### src/rtl/cacheline_burst_adaptor.sv
// Cacheline adaptor: moves one full cache line per request as a burst of
// BUS_W-wide memory beats, serialising writes and assembling reads.
module cacheline_burst_adaptor #(
  parameter int LINE_W    = 256,
  parameter int BUS_W     = 32,
  parameter int ADDR_W    = 32,
  parameter int ADDR_INCR = 1
) (
  input  logic              clk,
  input  logic              rst,
  input  logic [ADDR_W-1:0] ca_address,
  input  logic              ca_read,
  input  logic              ca_write,
  input  logic [LINE_W-1:0] ca_wdata,
  output logic [LINE_W-1:0] ca_rdata,
  output logic              ca_resp,
  output logic              busy,
  output logic [ADDR_W-1:0] pmem_address,
  output logic              pmem_read,
  output logic              pmem_write,
  output logic [BUS_W-1:0]  pmem_wdata,
  input  logic [BUS_W-1:0]  pmem_rdata,
  input  logic              pmem_resp
);

  localparam int BEATS = LINE_W / BUS_W;
  localparam int CNT_W = $clog2(BEATS);
  localparam int OFF_W = $clog2(LINE_W / 8);

  localparam logic [ADDR_W-1:0] ALIGN_MASK = ~((ADDR_W'(1) << OFF_W) - ADDR_W'(1));
  localparam logic [ADDR_W-1:0] BEAT_BYTES = ADDR_W'(BUS_W / 8);
  localparam logic [CNT_W-1:0]  LAST_BEAT  = CNT_W'(BEATS - 1);

  localparam logic [1:0] IDLE = 2'd0;
  localparam logic [1:0] RD   = 2'd1;
  localparam logic [1:0] WR   = 2'd2;
  localparam logic [1:0] DONE = 2'd3;

  logic [1:0]        state;
  logic [CNT_W-1:0]  beat;
  logic [ADDR_W-1:0] base;
  logic [LINE_W-1:0] wline;
  logic [LINE_W-1:0] rline;
  logic [ADDR_W-1:0] beat_offset;

  // NOTE: sequential state uses non-blocking assignments only, so every
  // register in this block samples the pre-edge values of its neighbours.
  always_ff @(posedge clk) begin
    if (rst) begin
      state <= IDLE;
      beat  <= '0;
      base  <= '0;
      rline <= '0;
    end else begin
      case (state)
        IDLE: begin
          beat <= '0;
          if (ca_read) begin
            state <= RD;
            base  <= ca_address & ALIGN_MASK;
          end else if (ca_write) begin
            state <= WR;
            base  <= ca_address & ALIGN_MASK;
          end
        end
        RD, WR: begin
          if (pmem_resp) begin
            if (state == RD) begin
              rline[beat*BUS_W +: BUS_W] <= pmem_rdata;
            end
            // BEATS is a power of two, so the last increment wraps back to 0.
            beat <= beat + 1'b1;
            if (beat == LAST_BEAT) begin
              state <= DONE;
            end
          end
        end
        DONE:    state <= IDLE;
        default: state <= IDLE;
      endcase
    end
  end

  // NOTE: the write-line buffer is deliberately left without reset; it is
  // only observable through pmem_wdata, which is forced to zero outside WR.
  always_ff @(posedge clk) begin
    if (state == IDLE && !ca_read && ca_write) begin
      wline <= ca_wdata;
    end
  end

  assign beat_offset  = (ADDR_INCR != 0) ? ADDR_W'(beat) * BEAT_BYTES : '0;
  assign pmem_address = base + beat_offset;
  assign pmem_read    = (state == RD);
  assign pmem_write   = (state == WR);
  assign pmem_wdata   = (state == WR) ? wline[beat*BUS_W +: BUS_W] : '0;
  assign ca_resp      = (state == DONE);
  assign busy         = (state != IDLE);
  assign ca_rdata     = rline;

endmodule

### config.mk
export PLATFORM = sky130hd
export DESIGN_NAME = cacheline_burst_adaptor
export DESIGN_NICKNAME = d
export VERILOG_FILES = /design/src/rtl/cacheline_burst_adaptor.sv
export SDC_FILE = /design/constraint.sdc
export NUM_CORES = 1
export LEC_CHECK = 0
export BUFFER_PORTS_ARGS = -buffer_cell sky130_fd_sc_hd__buf_2
export CAP_MARGIN = 20
export CELL_PAD_IN_SITES_DETAIL_PLACEMENT = 0
export CELL_PAD_IN_SITES_GLOBAL_PLACEMENT = 1
export CORE_AREA = 2 2 251 253
export CTS_BUF_LIST = sky130_fd_sc_hd__clkbuf_8
export CTS_CLUSTER_DIAMETER = 40
export DETAILED_ROUTE_END_ITERATION = 12
export DIE_AREA = 0 0 253 255
export GPL_TIMING_DRIVEN = 0
export PLACE_DENSITY = 0.75
export SYNTH_ARGS = -nofsm -noshare
export SYNTH_HDL_FRONTEND = slang
export SYNTH_SLANG_ARGS = --single-unit
### constraint.sdc
create_clock -name clk -period 28.1 [get_ports clk]
set_input_delay 2.81 -clock clk [delete_from_list [all_inputs] [get_ports clk]]
set_output_delay 2.81 -clock clk [all_outputs]
set_load 0.005 [all_outputs]
==> flow_summary.toml <==
[timing]
fin_setup_tns_ns = 0
relSlewSlack_pct = 33.5
finalSetupViolCount = 0
max_slew.worst_pin.slew_ns = 0.994
timing.fmax_mhz = 165
finalClockSkew_ns = 0.0274
period_needed_ns = 6.04
finalHoldViolCount = 0
rsz0062_at_grt = "no"
worst_hold_slack_ns = 0.451
report.final.slew_viol_count = 0
worst_slack_ns = 22.06
period_share_pct = 21.5

[synth]
ys_ff_latch = 544
synthFlopType = "dfxtp_1"
avgSynthCellArea_um2 = 12.6
seq_area_frac_synth_pct = 62.3
synthCells = 1712
yosysUniqueCellTypes = 42
synth-async-reset-ratio_pct = 0
synth_edf_count = 256
synthesis.area_um2 = 21600
yosys_warnings = 0

[floorplan]
placementRows = 92
die-area_um2 = 64500
ios = 649
die_w_um = 253
coreArea_um2 = 62200
die_h_um = 255
start_util_pct = 34.7

[clocking]
cts-resized-gates = 0
cts_htree_levels = 3
cts_root_buf = "clkbuf_8"
cts.clk_slew.worst_paths_ns = 0.06
cts_setup_buffers = 0
cts_made_buffers = 101
cts_tree = "built"
clock_sinks = 544
clock_path_buffers = 3
clk_latency_ns = 0.67
postCtsHoldBufs = 0

[grt]
grt_pass1_wl_mm = 108
grt_pass1_vias = 17044
grt_use_total_pct = 22.7
grt_max_degree = 15
grt-ovfl-total = 0
antenna_found_initial = 12

[critical_path]
cp_cell_sequence = "buf_2, buf_1, mux4_2, o22ai_1, nor2_1, buf_2"
setup.worst_path.start_class = "flop"
path_delay_family = "buffers and inverters"
worstSetupEndpointType = "primary output"
path_buf_inv = 3
cp_slowest_cell = "buf_1"
r2r_slack_ns = 23.78
crit_top_cell = "buf_2"
crit_type = "reg -> out"
crit_arrival_ns = 3.23
critPathMaxStageDelay_ns = 0.75
cp_max_fo = 10
crit_required_ns = 25.29

[status]
status = "finished clean"

[route]
wl_per_cell_um = 22.5
drc = 0
drt_iter0_markers = 788
drtPass1Iterations = 5
ant_nets = 0
viasPerCell = 4.84
routed_wl_mm = 75.6
dr_total_vias = 16288

[placement]
place_inst = 3175
dp_hpwl_mm = 59.4
port_buffers = 641
place_ws_ns = 22.78
placed_area_um2 = 26100
place.gp.congestion = 0.865

[layout]
final_cells = 3363
syn_to_final_growth_pct = 30.3
drive_gt1_share_pct = 37.3
finalInstanceArea_um2 = 28100
fin_nets = 2815

[min_path]
hp-class = "reg -> reg"

[power]
p_per_area_nw_per_um2 = 73.5
p_leak_nw = 12.0
vdd_drop_max_uv = 46.0

[flow_run]
drv_cap = 0
-- power by group --
part	switching, mW	total [mW]	internal [mW]	leakage [nW]
Combinational	0.225	0.369	0.144	6.17
Sequential	0.0225	0.927	0.904	4.69
Clock	0.346	0.772	0.426	1.16
-- path summary, 6_finish.rpt --
kind	from	to	depth (start not counted)
worst min register to register	base[30]$_SDFFE_PP0P_	base[30]$_SDFFE_PP0P_	2
worst max-delay path	beat[1]$_SDFFE_PP0P_	pmem_wdata[23]	6
worst min-delay path	base[30]$_SDFFE_PP0P_	base[30]$_SDFFE_PP0P_	2
worst max register to register	beat[1]$_SDFFE_PP0P_	ca_rdata[155]$_SDFFE_PP0P_	9
-- cells in the mapped netlist, types with 3 or more instances --
| cell | number | area share, % |
|---|---|---|
| o21ai_0 | 48 | 1.1 |
| a21oi_1 | 63 | 1.5 |
| buf_2 | 33 | 0.77 |
| mux4_2 | 32 | 3.3 |
| inv_1 | 6 | 0.10 |
| clkbuf_1 | 78 | 1.4 |
| edfxtp_1 | 256 | 36 |
| buf_6 | 3 | 0.16 |
| o22ai_1 | 32 | 0.93 |
| nor2b_1 | 32 | 0.93 |
| buf_1 | 3 | 0.052 |
| nand3_1 | 36 | 0.83 |
| nand2_1 | 184 | 3.2 |
| nor2_1 | 39 | 0.68 |
| ha_1 | 11 | 0.64 |
| or3_1 | 4 | 0.12 |
| mux2i_1 | 224 | 10 |
| buf_4 | 8 | 0.28 |
| nand2b_1 | 225 | 6.5 |
| dfxtp_1 | 288 | 27 |
| mux2_2 | 64 | 3.3 |
| o21ai_1 | 18 | 0.42 |
-- through the flow --
stage               utilization, %  power [mW]
global placement              41.5        1.34
global route                  45.3        2.16
floorplan                        -        1.18
detailed placement            41.9        1.32
finish                        45.3        2.07
CTS                           45.2        2.09
-- worst min-delay path, cell delays in order, from the launching register on --
cell and delay, ns:
dfxtp_1 0.30, nand2_1 0.05, a21oi_1 0.05
-- flip-flops by register name (all words and copies together), names as in the netlist --
| signal | flops |
|---|---|
| ca_rdata | 256 |
| base | 27 |
| state | 2 |
| beat | 3 |
| wline | 256 |
-- cell usage in the layout (no fill, tap or decap), types with 3 or more instances in the layout --
cell / n
or3_1: 4
clkbuf_1: 78
ha_1: 11
nand2_1: 184
edfxtp_1: 256
clkbuf_8: 116
clkinv_4: 4
buf_4: 8
dfxtp_1: 288
buf_6: 25
clkinv_2: 8
buf_1: 3
inv_1: 36
nor2b_1: 32
a21oi_1: 63
o21ai_1: 18
mux2i_1: 224
nor3b_2: 3
nor2_1: 39
o21ai_0: 48
inv_8: 3
nand3_1: 36
diode_2: 4
clkinvlp_4: 5
o22ai_1: 32
clkinv_1: 11
nand2b_1: 225
mux2_2: 64
buf_2: 674
mux4_2: 32
bufinv_16: 5
-- final cells by class --
type                    instances  area [um^2]
inverters                       6         22.5
multi-input cells            1038         7560
flip-flops and latches        544        13500
plain buffers                 125          563
clock buffers                 116         1600
clock inverters                68          475
well taps                     799         1000
diodes                          4         10.0
repair buffers                663         3460
fillers                      5816        34000
-- per-layer routing --
| metal | vias up | track usage [%] | part of all wire [%] |
|---|---|---|---|
| met1 | 7889 | 25.3 | 38 |
| met4 | 12 | 9.16 | 3.4 |
| li1 | 7600 | - | - |
| met2 | 639 | 40.4 | 51 |
| met5 | - | 0 | 0.089 |
| met3 | 148 | 6.80 | 7.7 |
-- cells by family after synthesis --
logic type	Yosys count	share of synthesized area, %
AOI/OAI and AO/OA	170	4.27
DFF	544	62.3
adders and majority gates	11	0.638
buffers and inverters	131	2.71
and+or+nand+nor	535	13.0
other	1	0.0174
muxes	320	17.1
Power figures use the tool's default switching activity.
